## config.mk

```make
export PLATFORM = sky130hd
export DESIGN_NAME = control_fsm_flat
export DESIGN_NICKNAME = d
export VERILOG_FILES = /design/src/rtl/control_fsm_if.sv /design/src/rtl/control_fsm.sv /design/src/flat_wrapper.sv
export SDC_FILE = /design/constraint.sdc
export NUM_CORES = 1
export LEC_CHECK = 0
export ABC_AREA = 1
export CAP_MARGIN = 20
export CORE_ASPECT_RATIO = 1.2
export CORE_MARGIN = 3
export CORE_UTILIZATION = 50
export CTS_CLUSTER_SIZE = 12
export DETAILED_ROUTE_END_ITERATION = 10
export PLACE_DENSITY = 0.8
export SLEW_MARGIN = 20
export SYNTH_ARGS = -nofsm -noshare
export SYNTH_HDL_FRONTEND = slang
export SYNTH_SLANG_ARGS = --single-unit
```

## constraint.sdc

```tcl
create_clock -name clk -period 2.1 [get_ports clk]
set_input_delay 0.42 -clock clk [delete_from_list [all_inputs] [get_ports clk]]
set_output_delay 0.42 -clock clk [all_outputs]
set_load 0.02 [all_outputs]
```

## src/rtl/control_fsm_if.sv

```systemverilog
// Control bundle between control_fsm and the KGP-miniRISC data_path.
// The controller takes the master side; the data_path (or a bench) takes the slave side.
interface control_fsm_if #(
   parameter int ALU_OP_W = 4,
   parameter int BR_OP_W  = 5
);
   logic [5:0]          opcode;
   logic [5:0]          func;
   logic                ir_write;
   logic                pc_write;
   logic [1:0]          reg_write;
   logic                imm_mux_ctrl;
   logic                alu_mux_ctrl;
   logic [ALU_OP_W-1:0] alu_op;
   logic                dmem_enable;
   logic                dmem_write_enable;
   logic [1:0]          reg_write_mux_ctrl;
   logic [BR_OP_W-1:0]  br_op;
   logic                halted;

   modport master (
      input  opcode, func,
      output ir_write, pc_write, reg_write, imm_mux_ctrl, alu_mux_ctrl, alu_op,
             dmem_enable, dmem_write_enable, reg_write_mux_ctrl, br_op, halted
   );

   modport slave (
      output opcode, func,
      input  ir_write, pc_write, reg_write, imm_mux_ctrl, alu_mux_ctrl, alu_op,
             dmem_enable, dmem_write_enable, reg_write_mux_ctrl, br_op, halted
   );
endinterface

```

## src/rtl/control_fsm.sv

```systemverilog
// Multi-cycle FETCH/DECODE/EXEC/MEM/WB controller for the KGP-miniRISC data_path.
// Every output is a register loaded from the next state, so strobes are glitch-free.
module control_fsm #(
   parameter int ALU_OP_W = 4,
   parameter int BR_OP_W  = 5
) (
   input logic           clk,
   input logic           rst,
   control_fsm_if.master bus
);
   typedef enum logic [2:0] {FETCH, DECODE, EXEC, MEM, WB, HALT} state_t;

   localparam logic [5:0] OP_R    = 6'b000000;
   localparam logic [5:0] OP_ADDI = 6'b000001;
   localparam logic [5:0] OP_LW   = 6'b000010;
   localparam logic [5:0] OP_SW   = 6'b000011;
   localparam logic [5:0] OP_BR   = 6'b000100;
   localparam logic [5:0] OP_JAL  = 6'b000101;

   state_t              state_q, state_d;
   logic [5:0]          op_q, op_d, func_q, func_d;
   logic                ir_write_q, ir_write_d, pc_write_q, pc_write_d;
   logic [1:0]          reg_write_q, reg_write_d, rwmux_q, rwmux_d;
   logic                imm_mux_q, imm_mux_d, alu_mux_q, alu_mux_d;
   logic [ALU_OP_W-1:0] alu_op_q, alu_op_d;
   logic                dmem_en_q, dmem_en_d, dmem_we_q, dmem_we_d;
   logic [BR_OP_W-1:0]  br_op_q, br_op_d;
   logic                halted_q, halted_d;

   logic                legal, in_instr;
   logic [ALU_OP_W-1:0] dec_alu_op;
   logic                dec_alu_mux, dec_imm_mux;
   logic [1:0]          dec_reg_write, dec_rwmux;

   always_comb begin
      op_d   = op_q;
      func_d = func_q;
      if (state_q == DECODE) begin
         op_d   = bus.opcode;
         func_d = bus.func;
      end

      legal         = 1'b1;
      dec_alu_op    = '0;
      dec_alu_mux   = 1'b0;
      dec_imm_mux   = 1'b0;
      dec_reg_write = 2'b00;
      dec_rwmux     = 2'b00;
      unique case (op_d)
         OP_R: begin
            legal         = (func_d <= 6'd9);
            dec_alu_op    = ALU_OP_W'(func_d[3:0]);
            dec_reg_write = 2'b01;
            dec_rwmux     = 2'b10;
         end
         OP_ADDI: begin
            {dec_alu_mux, dec_imm_mux} = 2'b11;
            dec_reg_write = 2'b01;
            dec_rwmux     = 2'b10;
         end
         OP_LW: begin
            {dec_alu_mux, dec_imm_mux} = 2'b11;
            dec_reg_write = 2'b10;
            dec_rwmux     = 2'b01;
         end
         OP_SW:   {dec_alu_mux, dec_imm_mux} = 2'b11;
         OP_BR:   dec_alu_op = ALU_OP_W'(1);
         OP_JAL:  dec_reg_write = 2'b11;
         default: legal = 1'b0;
      endcase

      // A FETCH with ir_write still low is the idle cycle right after reset.
      state_d = state_q;
      unique case (state_q)
         FETCH:   state_d = ir_write_q ? DECODE : FETCH;
         DECODE:  state_d = legal ? EXEC : HALT;
         EXEC:    state_d = (op_d == OP_BR) ? FETCH :
                            (op_d == OP_LW || op_d == OP_SW) ? MEM : WB;
         MEM:     state_d = (op_d == OP_LW) ? WB : FETCH;
         WB:      state_d = FETCH;
         HALT:    state_d = HALT;
         default: state_d = FETCH;
      endcase

      in_instr    = (state_d == EXEC) || (state_d == MEM) || (state_d == WB);
      ir_write_d  = (state_d == FETCH);
      alu_op_d    = in_instr ? dec_alu_op : '0;
      alu_mux_d   = in_instr && dec_alu_mux;
      imm_mux_d   = in_instr && dec_imm_mux;
      dmem_en_d   = (state_d == MEM);
      dmem_we_d   = (state_d == MEM) && (op_d == OP_SW);
      reg_write_d = (state_d == WB) ? dec_reg_write : 2'b00;
      rwmux_d     = (state_d == WB) ? dec_rwmux : 2'b00;
      halted_d    = (state_d == HALT);
      pc_write_d  = (state_d == WB) ||
                    ((state_d == MEM) && (op_d == OP_SW)) ||
                    ((state_d == EXEC) && (op_d == OP_BR));

      br_op_d = '0;
      if ((state_d == EXEC) && (op_d == OP_BR))
         br_op_d = BR_OP_W'(func_d[4:0]);
      else if (((state_d == EXEC) || (state_d == WB)) && (op_d == OP_JAL))
         br_op_d = BR_OP_W'(1);
   end

   always_ff @(posedge clk or posedge rst) begin
      if (rst) begin
         state_q     <= FETCH;
         op_q        <= '0;
         func_q      <= '0;
         ir_write_q  <= 1'b0;
         pc_write_q  <= 1'b0;
         reg_write_q <= 2'b00;
         imm_mux_q   <= 1'b0;
         alu_mux_q   <= 1'b0;
         alu_op_q    <= '0;
         dmem_en_q   <= 1'b0;
         dmem_we_q   <= 1'b0;
         rwmux_q     <= 2'b00;
         br_op_q     <= '0;
         halted_q    <= 1'b0;
      end else begin
         state_q     <= state_d;
         op_q        <= op_d;
         func_q      <= func_d;
         ir_write_q  <= ir_write_d;
         pc_write_q  <= pc_write_d;
         reg_write_q <= reg_write_d;
         imm_mux_q   <= imm_mux_d;
         alu_mux_q   <= alu_mux_d;
         alu_op_q    <= alu_op_d;
         dmem_en_q   <= dmem_en_d;
         dmem_we_q   <= dmem_we_d;
         rwmux_q     <= rwmux_d;
         br_op_q     <= br_op_d;
         halted_q    <= halted_d;
      end
   end

   assign bus.ir_write           = ir_write_q;
   assign bus.pc_write           = pc_write_q;
   assign bus.reg_write          = reg_write_q;
   assign bus.imm_mux_ctrl       = imm_mux_q;
   assign bus.alu_mux_ctrl       = alu_mux_q;
   assign bus.alu_op             = alu_op_q;
   assign bus.dmem_enable        = dmem_en_q;
   assign bus.dmem_write_enable  = dmem_we_q;
   assign bus.reg_write_mux_ctrl = rwmux_q;
   assign bus.br_op              = br_op_q;
   assign bus.halted             = halted_q;
endmodule

```

## src/flat_wrapper.sv

```systemverilog
// flat-port wrapper written by rule: the top's interface ports become plain ports
module control_fsm_flat 
#(
   parameter int ALU_OP_W = 4,
   parameter int BR_OP_W  = 5
)
  (clk, rst, bus_opcode, bus_func, bus_ir_write, bus_pc_write, bus_reg_write, bus_imm_mux_ctrl, bus_alu_mux_ctrl, bus_alu_op, bus_dmem_enable, bus_dmem_write_enable, bus_reg_write_mux_ctrl, bus_br_op, bus_halted);
  control_fsm_if #(.ALU_OP_W(ALU_OP_W), .BR_OP_W(BR_OP_W)) bus_i ();
  input logic clk;
  input logic rst;
  input wire logic [$bits(bus_i.opcode)-1:0] bus_opcode;
  input wire logic [$bits(bus_i.func)-1:0] bus_func;
  output wire logic [$bits(bus_i.ir_write)-1:0] bus_ir_write;
  output wire logic [$bits(bus_i.pc_write)-1:0] bus_pc_write;
  output wire logic [$bits(bus_i.reg_write)-1:0] bus_reg_write;
  output wire logic [$bits(bus_i.imm_mux_ctrl)-1:0] bus_imm_mux_ctrl;
  output wire logic [$bits(bus_i.alu_mux_ctrl)-1:0] bus_alu_mux_ctrl;
  output wire logic [$bits(bus_i.alu_op)-1:0] bus_alu_op;
  output wire logic [$bits(bus_i.dmem_enable)-1:0] bus_dmem_enable;
  output wire logic [$bits(bus_i.dmem_write_enable)-1:0] bus_dmem_write_enable;
  output wire logic [$bits(bus_i.reg_write_mux_ctrl)-1:0] bus_reg_write_mux_ctrl;
  output wire logic [$bits(bus_i.br_op)-1:0] bus_br_op;
  output wire logic [$bits(bus_i.halted)-1:0] bus_halted;
  assign bus_i.opcode = bus_opcode;
  assign bus_i.func = bus_func;
  assign bus_ir_write = bus_i.ir_write;
  assign bus_pc_write = bus_i.pc_write;
  assign bus_reg_write = bus_i.reg_write;
  assign bus_imm_mux_ctrl = bus_i.imm_mux_ctrl;
  assign bus_alu_mux_ctrl = bus_i.alu_mux_ctrl;
  assign bus_alu_op = bus_i.alu_op;
  assign bus_dmem_enable = bus_i.dmem_enable;
  assign bus_dmem_write_enable = bus_i.dmem_write_enable;
  assign bus_reg_write_mux_ctrl = bus_i.reg_write_mux_ctrl;
  assign bus_br_op = bus_i.br_op;
  assign bus_halted = bus_i.halted;
  control_fsm #(.ALU_OP_W(ALU_OP_W), .BR_OP_W(BR_OP_W)) u_core (.clk(clk), .rst(rst), .bus(bus_i));
endmodule
```

Word-level counts from Yosys, hierarchy flattened. Cells that the tools add are included.

Add/sub/neg operators: 0. Multipliers: 0. Div/mod/pow operators: 0. $lt $le $gt $ge: 1. Eq/ne operators: 13. Shifts and indexed selects: 0. Mux-type cells: 18. Bitwise operators: 0. Reductions and logical operators: 16.

Operators by type and width (count): $pmux 3 s5 (1); $eq 3x2->1 const B (4); $eq 6x2->1 const B (2); $eq 6x3->1 const B (2); $mux 3 (4); $mux 6 (2); $eq 3x3->1 const B (3); $pmux 4 s2 (1); $eq 6x1->1 const B (1); $le 6x4->1 const B (1); $logic_not 3->1 (2); $logic_not 6->1 (1); $logic_or 1x1->1 (6); $pmux 2 s3 (1); $mux 5 (1); $reduce_or 5->1 (1); $logic_and 1x1->1 (4); $mux 2 (2); $mux 4 (1); $pmux 2 s2 (1); $eq 3x1->1 const B (1); $mux 1 (3); $reduce_or 3->1 (1); $pmux 1 s2 (1); $reduce_or 2->1 (1).

Register bits: 34. Latch bits: 0. Memory bits (writable): 0. Bits in read-only memories: 0. Output and inout port bits: 20. Logic and storage cells: 61. Memories kept: 0.

Logic depth before layout (Yosys ltp).
Depth in word-level cells: 12. Mapped depth: 15. Depth with buffers taken out: 14.

Least setup slack after synthesis. No wires, ideal clock.

Path type: reg2reg. From: reg u_core.state_q[0]. To: reg u_core.br_op_q[0] (netlist: u_core.bus.br_op[0]). Library setup time: 0.074 ns. Arrival: 1.766 ns. Path slack: 0.260 ns. Stages on the path, launching flop included: 15. Buffers on the path: 2. Period minus slack after synthesis: 1.840 ns. Cells stage by stage: dfrtp_1 inv_2 nor2_4 buf_6 nand3_1 nand2_1 nor2_2 nand2_2 nor2_4 nand2_1 nand2_1 nand2_1 or2_0 buf_6 o21ai_2.

Longest elaborated chain between the ends: 12.

Ends and longest elaborated chain: start: declaration (line control_fsm.sv:20) `state_t state_q, state_d;`; start signal: assignment (line control_fsm.sv:123) `state_q <= state_d;`; $eq 3x1->1 * (line control_fsm.sv:38) `if (state_q == DECODE) begin`; $mux 6 * (line control_fsm.sv:38); net u_core.op_d[2] (line control_fsm.sv:21) `logic [5:0] op_q, op_d, func_q, func_d;`; $eq 6x1->1, or another cell as far along (line control_fsm.sv:49) `unique case (op_d)`; $reduce_or 5->1 (no line) / $logic_or 1x1->1 (equally long branches); $pmux 1 s2 / $mux 3 (equally long branches) (line control_fsm.sv:49, control_fsm.sv:78); $mux 3, on equally long branches (line control_fsm.sv:76, control_fsm.sv:77); $pmux 3 s5 (line control_fsm.sv:74) `unique case (state_q)`; $eq 3x2->1 / $eq 3x3->1 (equally long branches) (line control_fsm.sv:100, control_fsm.sv:102); $logic_or 1x1->1 (line control_fsm.sv:102) `else if (((state_d == EXEC) || (state_d == WB)) && (op_d == OP_JAL))`; $logic_and 1x1->1 (line control_fsm.sv:102); $mux 1 (line control_fsm.sv:102); $mux 5 * (line control_fsm.sv:100) `if ((state_d == EXEC) && (op_d == OP_BR))`; net u_core.br_op_d[0] (line control_fsm.sv:27) `logic [BR_OP_W-1:0] br_op_q, br_op_d;`; end signal: assignment (line control_fsm.sv:135) `br_op_q <= br_op_d;`; end: declaration (line control_fsm.sv:27).

Mark *: on every way through the listed nets, which the timed path passes. The rest lies on a longest branch.

Worst setup path after layout.
From: reg u_core.state_q[1]. To: reg u_core.alu_op_q[2] (netlist: u_core.bus.alu_op[2]).

Longest elaborated chain between the ends: 11.

Ends and longest elaborated chain: $eq 3x1->1 * (line control_fsm.sv:38); $mux 6 * (line control_fsm.sv:38); net u_core.op_d[0] (line control_fsm.sv:21); $eq 6x1->1, or another cell as far along (line control_fsm.sv:49); $reduce_or 5->1 (no line) / $logic_or 1x1->1 (equally long branches); $pmux 1 s2 / $mux 3 (equally long branches) (line control_fsm.sv:49, control_fsm.sv:78); $mux 3, on equally long branches (line control_fsm.sv:76, control_fsm.sv:77); $pmux 3 s5 * (line control_fsm.sv:74); net u_core.state_d[2] (line control_fsm.sv:20); $eq 3x2->1 (line control_fsm.sv:85) `in_instr = (state_d == EXEC) || (state_d == MEM) || (state_d == WB);`; $logic_or 1x1->1 (line control_fsm.sv:85); $logic_or 1x1->1 * (line control_fsm.sv:85); $mux 4 * (line control_fsm.sv:87) `alu_op_d = in_instr ? dec_alu_op : '0;`; net u_core.alu_op_d[2] (line control_fsm.sv:25) `logic [ALU_OP_W-1:0] alu_op_q, alu_op_d;`; end signal: assignment (line control_fsm.sv:131) `alu_op_q <= alu_op_d;`; end: declaration (line control_fsm.sv:25).

Marks and branches as above.

==> run_results.csv <==
group,metric,value,unit
run_status,status,"complete, but fails checks",
run_status,violations,"negative setup slack",
drt,routed_wl,4420,um
finish,multi_input_area,761,um^2
floorplanning,floorplan.die_area,3920,um^2
finish,fillers,164,
place,hpwl,2710,um
floorplanning,dieWidth,57.7,um
critical_path,crit_type,"register to register",
synthesis,synth-async-reset-ratio,1.00,
synthesis,ys_ff_latch,34,
sta,period_minus_slack,2.17,ns
synthesis,avgSynthCellArea,8.75,um^2
grt,grt_max_degree,35,
critical_path,critPathLaunchType,"register",
synthesis,yosys.area_share.simple,0.343,
clocking,cts_tree,"built",
sta,slew-limit-headroom,0.717,
place,port_buffers,33,
sta,setup_viol,8,
power,ir_worst_vdd,1640,uV
synthesis,syn-num-nets,197,
place,pre_cts_slack,-0.202,ns
clocking,numClockSinks,34,
synthesis,synthCells,183,
synthesis,synthesis.area,1600,um^2
finish,final_util,0.842,
drt,vias,1491,
grt,grtUsageMet2,0.363,
finish,stdcell_area,2450,um^2
drt,postRouteAntennaNets,0,
synthesis,synth.distinct_cells,24,
critical_path,worstPathArrival,2.41,ns
synthesis,ys_top_cells_by_count,"nand2_1, dfrtp_1, inv_1",
finish,syn2layout_area_growth,53.3,%
synthesis,ys_seq_area_frac,0.531,
grt,antenna_found_initial,0,
grt,grt_pass1_vias,1381,
drt,avgRoutedWirePerCell,15.4,um
clocking,h-tree-depth,2,
floorplanning,row_count,21,
grt,grt_overflow,0,
critical_path,cp_max_fo,8,
sta,worstMarginPinSlew,0.420,ns
finish,register_area,853,um^2
critical_path,crit_path_end_kind,"register",
place,dp_cells,268,
sta,holdWs,0.466,ns
sta,fin_crit_sh,1.03,
floorplanning,io_pins,34,
synthesis,synthMuxAreaShare,0,
clocking,clk-insertion-delay-late,0.34,ns
finish,fin_nets,266,
sta,rsz0062_at_grt,"yes",
synthesis,yosys.area.top_type,"dfrtp_1",
clocking,cts_max_path_buffers,2,
synthesis,yosys_warnings,0,
drt,drtIter0Drc,35,
min_path,hold_path_class,"input pin to async pin",
place,placed_area,2110,um^2
clocking,clkTransAtPathRegs,0.10,ns
drt,post_drt_via_cell_ratio,5.20,
floorplanning,core_area,2920,um^2
power,p_per_area,1720,nW/um^2
drt,drc_errors,0,
finish,drive_gt1_frac,0.403,
run,cap_violations,0,
synthesis,synth_edf_count,0,
synthesis,synth_top_area_frac,0.531,
finish,diodes,0,
grt,met1_usage,0.232,
place,gp_congestion,0.805,
synthesis,synth_compound_area_frac,0.0313,
sta,fin_ws,-0.0673,ns
critical_path,cp.required,2.34,ns
power,p_leak,1.22,nW
floorplanning,initial_core_util,0.549,
clocking,cts-root-buf,"clkbuf_4",
sta,skew,0.00760,ns
floorplanning,die_y,68.0,um
clocking,cts_buffers,5,
synthesis,synthAdderAreaFrac,0,
grt,grt_busiest_layer,"met2",
grt,grt_pass1_wl,6040,um
drt,dr.pass1.iters,4,
grt,grtUsageMet3,0.0604,
sta,final_max_slew_viol_count,0,
synthesis,synth_ff_type,"dfrtp_1",
synthesis,synth_xor_area_frac,0,
clocking,holdBufCountCts,0,
sta,fmax,0.461,GHz
synthesis,synth.most_common_cell,"nand2_1",
synthesis,synth_top_family_by_area,"simple AND/OR/NAND/NOR gates",
synthesis,synth_area_leaders,"dfrtp_1, nand2_1, inv_1",
grt,grt_usage,0.206,
sta,hold_viol,0,
finish,layout.cells.non_filler,287,
-- kinds of logic after synthesis --
family / after synthesis
buffers and inverters: 33
AO/OA/AOI/OAI: 8
AND/OR/NAND/NOR: 108
flip-flops: 34
-- per-stage QoR --
step | total power (W) | setup TNS, ns
finish | 0.00423 | -0.262
global placement | 0.00290 | -1.39
floorplan | 0.00220 | 0
CTS | 0.00355 | 0
detailed placement | 0.00299 | -2.40
global route | 0.00450 | -1.79
-- power by group --
group | total (W) | switching [W] | internal [W]
registers | 0.000958 | 0.000103 | 0.000855
logic | 0.00281 | 0.00162 | 0.00118
clock network | 0.000460 | 0.000208 | 0.000252
total | 0.00423 | 0.00194 | 0.00229
-- layout by cell type, fill, tap and decap left out, types with 3 or more instances in the layout --
master,netlist,routed
buf_4,1,29
clkbuf_4,0,5
clkdlybuf4s50_1,0,33
dfrtp_1,34,32
inv_1,20,19
inv_2,7,6
inv_4,0,3
nand2_1,47,34
nand2_2,10,17
nand2_4,0,6
nand3_1,10,8
nand3_2,2,3
nand3b_1,7,7
nor2_1,17,11
nor2_2,6,6
nor2_4,4,11
o21ai_2,1,3
-- layer usage --
layer / vias up / share of wire
li1: 697 / -
met1: 717 / 0.35
met2: 56 / 0.55
met3: 21 / 0.060
met4: 0 / 0.037
met5: - / 0
-- timing repair --
| item | CTS | global route |
|---|---|---|
| buffers inserted | 2 | 8 |
| gates cloned | 0 | 1 |
| hold endpoints to repair | 0 | 0 |
| resized for setup | 3 | 48 |
| endpoints found under the setup margin | 15 | 16 |
| pin swaps | 0 | 27 |
-- cell type report --
| cell class | count | share of cell area |
|---|---|---|
| sequential | 34 | 0.348 |
| multi-input combinational | 117 | 0.310 |
| timing repair buffer | 66 | 0.249 |
| inverter | 28 | 0.0459 |
| clock buffer | 7 | 0.0183 |
| tap | 34 | 0.0173 |
| clock inverter | 1 | 0.0122 |
-- worst max-delay path: stages, from the launching register on --
cell      delay (ns)
dfrtp_2         0.46
inv_2           0.09
nand3_4         0.13
buf_12          0.17
nand2_1         0.05
nand2_1         0.10
nor2_2          0.16
nand3_2         0.13
nand2_2         0.13
nor2_1          0.06
nor2_2          0.16
nand2_4         0.09
inv_4           0.07
o21bai_4        0.07
nand2_2         0.11
nor2_1          0.06
-- worst paths after layout --
path | cells after the start | startpoint | slack [ns] | end
max | 15 | u_core.state_q[1]$_DFF_PP0_ | -0.07 | u_core.bus.alu_op[2]$_DFF_PP0_
min | 3 | rst | 0.47 | u_core.bus.imm_mux_ctrl$_DFF_PP0_
max reg2reg | 15 | u_core.state_q[1]$_DFF_PP0_ | -0.07 | u_core.bus.alu_op[2]$_DFF_PP0_
min reg2reg | 2 | u_core.func_q[3]$_DFF_PP0_ | 0.51 | u_core.func_q[3]$_DFF_PP0_
max in group asynchronous | 3 | rst | 1.32 | u_core.state_q[0]$_DFF_PP0_
min in group clk | 2 | u_core.func_q[3]$_DFF_PP0_ | 0.51 | u_core.func_q[3]$_DFF_PP0_
-- registers in the layout (all words and copies together) (netlist names) --
name                           cells
u_core.bus.br_op                   5
u_core.state_q                     3
u_core.bus.reg_write               2
u_core.func_q                      6
u_core.bus.reg_write_mux_ctrl      2
u_core.bus.imm_mux_ctrl            1
u_core.bus.alu_op                  4
u_core.bus.halted                  1
u_core.bus.dmem_enable             1
u_core.bus.pc_write                1
u_core.op_q                        6
u_core.bus.ir_write                1
u_core.bus.dmem_write_enable       1
Note: power is estimated with default switching activity, not from simulation.
